**src/rtl/uart_tx_arb_ctrl.sv**
```systemverilog
// uart_tx_arb_ctrl
//   Two-requester UART transmit controller. Picks one requester per frame
//   (round-robin when both ask), drives the shared baud tick generator
//   enable, and serialises start / 8 data (LSB first) / optional parity /
//   stop bits onto the line. All line-side outputs are registered.
//
// Ports
//   clk_i         system clock
//   rst_ni        asynchronous reset, active low
//   req_valid_i   per-requester frame request (bit n = requester n)
//   req_data0_i   byte of requester 0, held stable until accepted
//   req_data1_i   byte of requester 1, held stable until accepted
//   req_ready_o   one-cycle accept pulse; the byte is captured that cycle
//   bps_en_o      baud tick generator enable (its counter clears while low)
//   bps_clk_i     one-cycle bit-period tick from the baud tick generator
//   txd_o         serial line, idle high
//   busy_o        frame in progress (START through final stop tick)
//   grant_id_o    requester owning the current / last frame
//
// State table
//   state    | meaning
//   S_IDLE   | line idle, waiting for any request
//   S_LOAD   | one cycle: accept pulse, capture byte and parity
//   S_START  | start bit (txd=0)
//   S_DATA   | 8 data bits, LSB first
//   S_PARITY | parity bit (only when PARITY_EN=1)
//   S_STOP   | STOP_BITS stop bits (txd=1)
module uart_tx_arb_ctrl #(
    parameter int unsigned PARITY_EN  = 0,
    parameter int unsigned PARITY_ODD = 0,
    parameter int unsigned STOP_BITS  = 1
) (
    input  logic       clk_i,
    input  logic       rst_ni,
    input  logic [1:0] req_valid_i,
    input  logic [7:0] req_data0_i,
    input  logic [7:0] req_data1_i,
    output logic [1:0] req_ready_o,
    output logic       bps_en_o,
    input  logic       bps_clk_i,
    output logic       txd_o,
    output logic       busy_o,
    output logic       grant_id_o
);

    typedef enum logic [2:0] {
        S_IDLE   = 3'd0,
        S_LOAD   = 3'd1,
        S_START  = 3'd2,
        S_DATA   = 3'd3,
        S_PARITY = 3'd4,
        S_STOP   = 3'd5
    } state_e;

    localparam logic [2:0] STOP_LAST = 3'(STOP_BITS - 1);
    localparam logic       PAR_ODD   = (PARITY_ODD != 0);

    state_e     state_q, state_d;
    logic [7:0] shift_q, shift_d;
    logic [2:0] bit_cnt_q, bit_cnt_d;
    logic       sel_q, sel_d;
    logic       par_q;
    logic       grant_id_q, last_grant_q;
    logic       txd_q, txd_d;
    logic       bps_en_q, bps_en_d;
    logic       busy_q, busy_d;

    logic       tick;
    logic       arb_pick;
    logic [7:0] data_sel;

    // Ticks that arrive while the generator is disabled are stale; drop them.
    assign tick     = bps_clk_i & bps_en_q;
    // Both asking: the one not served last time wins.
    assign arb_pick = (&req_valid_i) ? ~last_grant_q : req_valid_i[1];
    assign data_sel = sel_q ? req_data1_i : req_data0_i;

    // State register
    always_ff @(posedge clk_i or negedge rst_ni) begin
        if (!rst_ni) begin
            state_q <= S_IDLE;
        end else begin
            state_q <= state_d;
        end
    end

    // Next-state and datapath
    always_comb begin
        state_d   = state_q;
        shift_d   = shift_q;
        bit_cnt_d = bit_cnt_q;
        sel_d     = sel_q;
        case (state_q)
            S_IDLE: begin
                if (|req_valid_i) begin
                    state_d = S_LOAD;
                    sel_d   = arb_pick;
                end
            end
            S_LOAD: begin
                state_d   = S_START;
                shift_d   = data_sel;
                bit_cnt_d = 3'd0;
            end
            S_START: begin
                if (tick) begin
                    state_d   = S_DATA;
                    bit_cnt_d = 3'd0;
                end
            end
            S_DATA: begin
                if (tick) begin
                    shift_d = {1'b0, shift_q[7:1]};
                    if (bit_cnt_q == 3'd7) begin
                        bit_cnt_d = 3'd0;
                        state_d   = (PARITY_EN != 0) ? S_PARITY : S_STOP;
                    end else begin
                        bit_cnt_d = bit_cnt_q + 3'd1;
                    end
                end
            end
            S_PARITY: begin
                if (tick) begin
                    state_d   = S_STOP;
                    bit_cnt_d = 3'd0;
                end
            end
            S_STOP: begin
                if (tick) begin
                    if (bit_cnt_q == STOP_LAST) begin
                        bit_cnt_d = 3'd0;
                        // Back-to-back frames skip IDLE so no extra idle bit appears.
                        if (|req_valid_i) begin
                            state_d = S_LOAD;
                            sel_d   = arb_pick;
                        end else begin
                            state_d = S_IDLE;
                        end
                    end else begin
                        bit_cnt_d = bit_cnt_q + 3'd1;
                    end
                end
            end
            default: state_d = S_IDLE;
        endcase
    end

    // Outputs: line-side values are decoded from the next state and registered,
    // so txd/bps_en/busy move exactly on state transitions.
    always_comb begin
        req_ready_o = 2'b00;
        if (state_q == S_LOAD) begin
            req_ready_o = sel_q ? 2'b10 : 2'b01;
        end
        txd_d = 1'b1;
        case (state_d)
            S_START:  txd_d = 1'b0;
            S_DATA:   txd_d = shift_d[0];
            S_PARITY: txd_d = par_q;
            default:  txd_d = 1'b1;
        endcase
        bps_en_d = (state_d == S_START) || (state_d == S_DATA) ||
                   (state_d == S_PARITY) || (state_d == S_STOP);
        busy_d   = bps_en_d;
    end

    always_ff @(posedge clk_i or negedge rst_ni) begin
        if (!rst_ni) begin
            shift_q      <= 8'h00;
            bit_cnt_q    <= 3'd0;
            sel_q        <= 1'b0;
            par_q        <= 1'b0;
            grant_id_q   <= 1'b0;
            last_grant_q <= 1'b1;
            txd_q        <= 1'b1;
            bps_en_q     <= 1'b0;
            busy_q       <= 1'b0;
        end else begin
            shift_q   <= shift_d;
            bit_cnt_q <= bit_cnt_d;
            sel_q     <= sel_d;
            txd_q     <= txd_d;
            bps_en_q  <= bps_en_d;
            busy_q    <= busy_d;
            if (state_q == S_LOAD) begin
                par_q        <= (^data_sel) ^ PAR_ODD;
                grant_id_q   <= sel_q;
                last_grant_q <= sel_q;
            end
        end
    end

    assign txd_o      = txd_q;
    assign bps_en_o   = bps_en_q;
    assign busy_o     = busy_q;
    assign grant_id_o = grant_id_q;

endmodule
```
**config.mk**
```make
export PLATFORM = sky130hd
export DESIGN_NAME = uart_tx_arb_ctrl
export DESIGN_NICKNAME = d
export VERILOG_FILES = /design/src/rtl/uart_tx_arb_ctrl.sv
export SDC_FILE = /design/constraint.sdc
export NUM_CORES = 1
export LEC_CHECK = 0
export BUFFER_PORTS_ARGS = -buffer_cell sky130_fd_sc_hd__buf_2
export CORE_ASPECT_RATIO = 0.9
export CORE_UTILIZATION = 56
export CTS_CLUSTER_DIAMETER = 120
export CTS_CLUSTER_SIZE = 28
export DETAILED_ROUTE_END_ITERATION = 12
export HOLD_SLACK_MARGIN = 0.1
export PLACE_DENSITY = 0.85
export SETUP_SLACK_MARGIN = 0.3
export SYNTH_ARGS = -nofsm -noshare
export SYNTH_HDL_FRONTEND = slang
export SYNTH_SLANG_ARGS = --single-unit
```
**constraint.sdc**
```tcl
create_clock -name clk_i -period 4.21 [get_ports clk_i]
set_clock_uncertainty 0.05 [all_clocks]
set_input_delay 0.2105 -clock clk_i [delete_from_list [all_inputs] [get_ports clk_i]]
set_output_delay 0.2105 -clock clk_i [all_outputs]
set_load 0.05 [all_outputs]
```
==> impl_metrics.json, run 1 <==
{
  "leakage_nw": 0.647,
  "yosysSeqAreaShare_pct": 43.1,
  "synth_area_leaders": "dfrtp_1 (39%), mux2i_1 (7.7%), a221o_1 (6.0%)",
  "finalMaxSlewViolations": 0,
  "synth_seq_cells": 20,
  "grt_pass1_vias": 911,
  "cp.arrival_ns": 2.03,
  "synth_top_area_share_pct": 38.6,
  "synth_area_per_cell_um2": 9.57,
  "cts_tree": "yes",
  "tns_ns": 0,
  "cts_resized": 0,
  "switchingPower_w": 0.000331,
  "die_x_um": 50.1,
  "nNetsFinal": 170,
  "synth_compound_area_share_pct": 20.2,
  "synth.top_cells.by_count": "dfrtp_1 (18), nor2_1 (13), mux2i_1 (9), nand2_1 (9)",
  "irDropWorstVdd_v": 0.000488,
  "rsz0062_at_grt": "false",
  "die_h_um": 45.3,
  "synthFlopType": "dfrtp_1",
  "regArea_um2": 503,
  "drt_iter0_markers": 14,
  "maxCapViolCount": 0,
  "pin_count": 27,
  "wl_um": 2410,
  "synth_xor_xnor_area_share_pct": 5.25,
  "switching_share_pct": 39.5,
  "p_int_w": 0.000508,
  "end_kind": "output port",
  "cts.reportedPaths.clkPinSlew_ns": 0.12,
  "synth_cell_type_count": 34,
  "numCtsBuffers": 3,
  "post_synth_and_or_nand_nor_area_fraction_pct": 14.4,
  "viasPerCell": 5.88,
  "synthCells": 122,
  "path_class": "reg -> out",
  "status": "finished, final reports clean",
  "synth_top_family_by_area": "compound AO/OA/AOI/OAI gates",
  "fin_ws_ns": 1.92,
  "p_comb_share_pct": 41.3,
  "grt_pass1_wl_um": 4020,
  "core.rowCount": 15,
  "required_ns": 3.95,
  "clkSinkCount": 20,
  "timing.fmax_mhz": 437,
  "yosysTopAreaCell": "dfrtp_1",
  "p_total_w": 0.000839,
  "area_growth_pct": 15.2,
  "synthMuxAreaShare_pct": 7.72,
  "coreArea_um2": 1930,
  "min_period_ns": 2.29,
  "syn-num-nets": 146,
  "dp_slack_ns": 2.27,
  "synth_edf_count": 0,
  "fin_crit_sh_pct": 54.4,
  "netlist_area_um2": 1170,
  "yosysWarnings": 0,
  "numPortBuffers": 26,
  "tightest_slew_ns": 0.948,
  "hold_viol": 0,
  "overflow": 0,
  "dp_hpwl_um": 1760,
  "hold_class": "in -> reg",
  "start_util_pct": 60.4,
  "async_flop_share_pct": 100,
  "clkLatencyLatePin_ns": 0.31,
  "vias": 1000,
  "drive_above_1_share_pct": 22.8,
  "ctsHoldBuffers": 1,
  "routedWlPerCell_um": 14.2,
  "clockBufferDepth": 2,
  "multi_input_area_um2": 592,
  "clkPwrFrac_pct": 18.7,
  "post-cts-setup-buffer-count": 0,
  "dr.pass1.iters": 4,
  "antenna_found_initial": 0,
  "gr-usage-all-layers_pct": 24.3,
  "grt_max_degree": 21,
  "remaining_drc_errors": 0,
  "synth_fa_ha_area_share_pct": 3.22,
  "antenna_cells": 0,
  "h-tree-depth": 1,
  "fill_cells": 163,
  "cts-root-buf": "clkbuf_4",
  "seqPwrFrac_pct": 40.0,
  "max-slew-margin-rel_pct": 36.0,
  "yosysMostFrequentCell": "dfrtp_1",
  "powerDensity_nw_per_um2": 624,
  "r2r_setup_slack_ns": 2.27,
  "setup_viol": 0,
  "dieArea_um2": 2270,
  "detail-route-antenna-nets": 0,
  "gp_congestion": 0.838,
  "critPathLaunchType": "register",
  "worstPathMaxFanout": 15
}
[power by group through the flow]
stage               Sequential [W]  Clock [W]  Combinational, W
floorplan                 0.000348          0          0.000257
global placement          0.000333          0          0.000330
detailed placement        0.000337          0          0.000342
CTS                       0.000334   0.000161          0.000348
global route              0.000347   0.000167          0.000389
finish                    0.000336   0.000157          0.000346
[path summary, 6_finish.rpt]
kind	start	end	depth (start not counted)
max in group asynchronous	rst_ni	txd_o	2
hold / removal	req_valid_i[1]	sel_q	2
min in group asynchronous	rst_ni	state_q[1]	2
setup / recovery	state_q[0]	req_ready_o[1]	3
hold reg to reg	grant_id_o	grant_id_o	1
setup reg to reg	bit_cnt_q[0]	sel_q	7
[state kept, by name, summed over array words and instances (netlist names)]
signal	count
sel_q	1
busy_o	1
last_grant_q	1
grant_id_o	1
par_q	1
shift_q	8
bit_cnt_q	3
state_q	3
txd_o	1
[routing by layer]
metal / vias to the layer above / wire length, um / GRT usage (%)
met4: 0 / 11 / 6.29
met5: - / 0 / 0
li1: 483 / - / -
met3: 4 / 147 / 6.40
met1: 477 / 1070 / 30.5
met2: 36 / 1180 / 41.9
[metrics by stage]
stage | instance area [um^2] | utilization, % | hold slack, ns | std cells
after floorplan | 1170 | - | -0.135 | 122
after global placement | 1280 | 66.3 | 0.126 | 165
after detailed placement | 1280 | 66.3 | 0.128 | 165
after CTS | 1350 | 69.6 | 0.154 | 170
after global routing | 1350 | 69.6 | 0.181 | 170
final | 1350 | 69.6 | 0.180 | 170
[final cells by class]
cell class / count / area share, %
Inverter: 7 / 1.95
Tap cell: 25 / 2.33
Clock buffer: 3 / 1.67
Sequential cell: 20 / 37.4
Multi-Input combinational cell: 87 / 44.0
Timing Repair Buffer: 27 / 10.4
Clock inverter: 1 / 2.23
[cell families (layout without fill, tap and decap cells)]
family / count (synthesis) / in the layout
buffers and inverters: 15 / 38
DFF: 20 / 20
and+or+nand+nor: 35 / 35
muxes: 9 / 9
AOI/OAI and AO/OA: 33 / 33
adders and majority gates: 3 / 3
xor gates and xnor gates: 7 / 7
[layout by cell type, fill, tap and decap left out, drive strengths merged, types with 2 or more instances in the layout]
master	instances
inv	7
nand2b	2
clkbuf	3
and3	2
and2	2
nor2	13
nand2	9
mux2i	9
dfrtp	18
a21oi	7
a221o	7
dfstp	2
ha	3
buf	26
o21ai	7
nor2b	2
a21o	3
nand3	2
xnor2	7
[worst max-delay path, stage by stage (launching register included)]
cell,delay (ns)
dfrtp_1,0.57
or3b_1,0.60
nor2_1,0.25
buf_2,0.30
Power figures use the tool's default switching activity.
==> inputs of run 2 (changes only) <==
--- a/config.mk
+++ b/config.mk
@@ -5,14 +5,15 @@
 export SDC_FILE = /design/constraint.sdc
 export NUM_CORES = 1
 export LEC_CHECK = 0
+export ABC_AREA = 1
 export BUFFER_PORTS_ARGS = -buffer_cell sky130_fd_sc_hd__buf_2
 export CORE_ASPECT_RATIO = 0.9
-export CORE_UTILIZATION = 56
+export CORE_UTILIZATION = 54
 export CTS_CLUSTER_DIAMETER = 120
 export CTS_CLUSTER_SIZE = 28
 export DETAILED_ROUTE_END_ITERATION = 12
 export HOLD_SLACK_MARGIN = 0.1
-export PLACE_DENSITY = 0.85
+export PLACE_DENSITY = 0.8
 export SETUP_SLACK_MARGIN = 0.3
 export SYNTH_ARGS = -nofsm -noshare
 export SYNTH_HDL_FRONTEND = slang
==> constraint.sdc (replaced) <==
create_clock -name clk_i -period 2.4 [get_ports clk_i]
set_clock_uncertainty 0.05 [all_clocks]
set_input_delay 0.12 -clock clk_i [delete_from_list [all_inputs] [get_ports clk_i]]
set_output_delay 0.12 -clock clk_i [all_outputs]
set_load 0.05 [all_outputs]
==> run 2 against run 1 <==
Compared with the run above: critical path depth is 1 higher; synthesized cell count grew 72%; critical endpoint unchanged; count of clock-buffer cells in the layout is the same; setup slack worse by 1.3 ns; area after synthesis grew 19%; first-iteration DRC count rose by 86%; sequential power grew 72%.
==> impl_metrics.json, run 2 <==
{
  "status": "finished, final reports clean",
  "rsz0062_at_grt": "false",
  "post-cts-setup-buffer-count": 0,
  "async_flop_share_pct": 100,
  "timing.fmax_mhz": 552,
  "vias": 1302,
  "drt_iter0_markers": 26,
  "final_cell_mix": "nand2_1 (97), inv_1 (32), buf_2 (26)",
  "finalMaxSlewViolations": 0,
  "synthFlopType": "dfrtp_1",
  "detail-route-antenna-nets": 0,
  "p_total_w": 0.00185,
  "whs_endpoint": "sel_q",
  "gp_congestion": 0.819,
  "nNetsFinal": 263,
  "setup_viol": 0,
  "r2r-start": "bit_cnt_q[0]",
  "synth_top_area_share_pct": 32.5,
  "irDropWorstVdd_v": 0.000862,
  "fill_cells": 217,
  "dp_cells": 260,
  "final_core_util_pct": 65.1,
  "routedWlPerCell_um": 10.4,
  "grt_pass1_vias": 1192,
  "synth_cell_type_count": 25,
  "die_h_um": 50.0,
  "grt_pass1_wl_um": 4950,
  "area_growth_pct": 14.9,
  "gr-usage-all-layers_pct": 22.5,
  "dr.pass1.iters": 4,
  "whs_ns": 0.110,
  "wl_um": 2770,
  "synth_area_per_cell_um2": 6.60,
  "worstPathMaxFanout": 15,
  "leakage_nw": 0.943,
  "synthCells": 210,
  "core.rowCount": 17,
  "antenna_found_initial": 0,
  "max-slew-margin-rel_pct": 70.7,
  "cts-root-buf": "clkbuf_4",
  "maxCapViolCount": 0,
  "clockBufferDepth": 2,
  "required_ns": 2.23,
  "synth.top_cells.by_count": "nand2_1 (97), inv_1 (32), dfrtp_1 (18), nand3_1 (12), nor2_1 (9)",
  "critPathLaunchType": "register",
  "path_class": "reg -> out",
  "drive_above_1_share_pct": 18.5,
  "overflow": 0,
  "pin_count": 27,
  "largest_register": "shift_q",
  "cts_tree": "yes",
  "fin_crit_sh_pct": 75.5,
  "grt_max_degree": 21,
  "yosysMostFrequentCell": "nand2_1",
  "final_common_cell": "nand2_1",
  "powerDensity_nw_per_um2": 1160,
  "numCtsBuffers": 3,
  "start_util_pct": 56.6,
  "antenna_cells": 0,
  "synth_edf_count": 0,
  "clkLatencyLatePin_ns": 0.31,
  "die_x_um": 55.4,
  "largest_reg_flops": 8,
  "hold_viol": 0,
  "remaining_drc_errors": 0,
  "hold_class": "in -> reg",
  "syn-num-nets": 234,
  "hold_path_startpoint": "req_valid_i[0]",
  "cts_resized": 0,
  "yosysSeqAreaShare_pct": 36.3,
  "h-tree-depth": 1,
  "numPortBuffers": 26,
  "clkSinkCount": 20,
  "reg_top3": "shift_q (8), bit_cnt_q (3), state_q (3)",
  "tightest_slew_ns": 0.439,
  "yosysTopAreaCell": "dfrtp_1",
  "hold-path-cell-count": 4,
  "yosysWarnings": 0,
  "dp_hpwl_um": 2140,
  "cts.reportedPaths.clkPinSlew_ns": 0.11,
  "tns_ns": 0,
  "final_cells": 266,
  "r2r.worst_path.cells": 11,
  "min_period_ns": 1.81,
  "r2r_setup_slack_ns": 0.76,
  "coreArea_um2": 2450,
  "synth_seq_cells": 20,
  "end_kind": "output port",
  "viasPerCell": 4.89,
  "netlist_area_um2": 1390,
  "rr_endpoint": "busy_o",
  "cp.arrival_ns": 1.64,
  "ctsHoldBuffers": 2,
  "dieArea_um2": 2770,
  "synth_area_leaders": "dfrtp_1 (33%), nand2_1 (26%), inv_1 (8.7%)"
}
## run 2: changes by cell type in the layout (fill, tap and decap cells not counted), moves of 5 or more
cell | before | now
xnor2_1 | 7 | 0
inv_1 | 7 | 32
nand3_1 | 2 | 12
o221ai_1 | 0 | 5
a221o_1 | 7 | 0
nand2_1 | 9 | 97
mux2i_1 | 9 | 0
## run 2: area by class of cell
type	count	area [um^2]	area share [%]
Multi-Input combinational cell	152	717	45.0
Sequential cell	20	503	31.6
Timing Repair Buffer	29	158	9.91
Inverter	33	126	7.94
Tap cell	28	35.0	2.20
Clock inverter	1	30.0	1.89
Clock buffer	3	22.5	1.42
## run 2: worst max-delay path, cell delays in order (launching register included)
cell and delay [ns]:
dfrtp_1 0.48, nor2_1 0.25, nand2_4 0.18, nor2_1 0.15, buf_2 0.28
## run 2: worst max-delay path by stage
stage                 start              to  slack (ns)
2_1_floorplan    state_q[2]      grant_id_o        0.63
3_3_place_gp   bit_cnt_q[0]           txd_o        0.78
3_5_place_dp          sel_q           par_q        0.78
4_1_cts          state_q[2]  req_ready_o[1]        0.58
5_1_grt          state_q[2]  req_ready_o[1]        0.46
6_report         state_q[2]  req_ready_o[1]        0.59
## run 2: cells by family (layout without fill, tap and decap cells)
family / count (synthesis) / after routing / synth area share (%)
adders and majority gates: 3 / 3 / 2.71
DFF: 20 / 20 / 36.3
AOI/OAI and AO/OA: 20 / 20 / 9.30
and+or+nand+nor: 129 / 129 / 39.7
buffers and inverters: 38 / 66 / 11.9
## run 2: layer usage
layer	up-vias	wire (um)	GRT usage [%]
li1	704	-	-
met1	568	1400	29.7
met2	24	1250	37.3
met3	6	83	4.99
met4	0	38	5.83
met5	-	0	0
## run 2: metrics by stage
| stage | instance area, um^2 | setup WS (ns) |
|---|---|---|
| 2_1_floorplan | 1390 | 0.626 |
| 3_3_place_gp | 1520 | 0.778 |
| 3_5_place_dp | 1520 | 0.780 |
| 4_1_cts | 1590 | 0.577 |
| 5_1_grt | 1590 | 0.463 |
| 6_report | 1590 | 0.587 |
## run 2: power by group
part / switching (W) / internal [W] / total (W) / leakage [nW]
sequential: 0.0000975 / 0.000481 / 0.000579 / 0.242
combinational: 0.000671 / 0.000324 / 0.000995 / 0.674
clock: 0.000106 / 0.000169 / 0.000275 / 0.0279
total: 0.000875 / 0.000975 / 0.00185 / 0.943
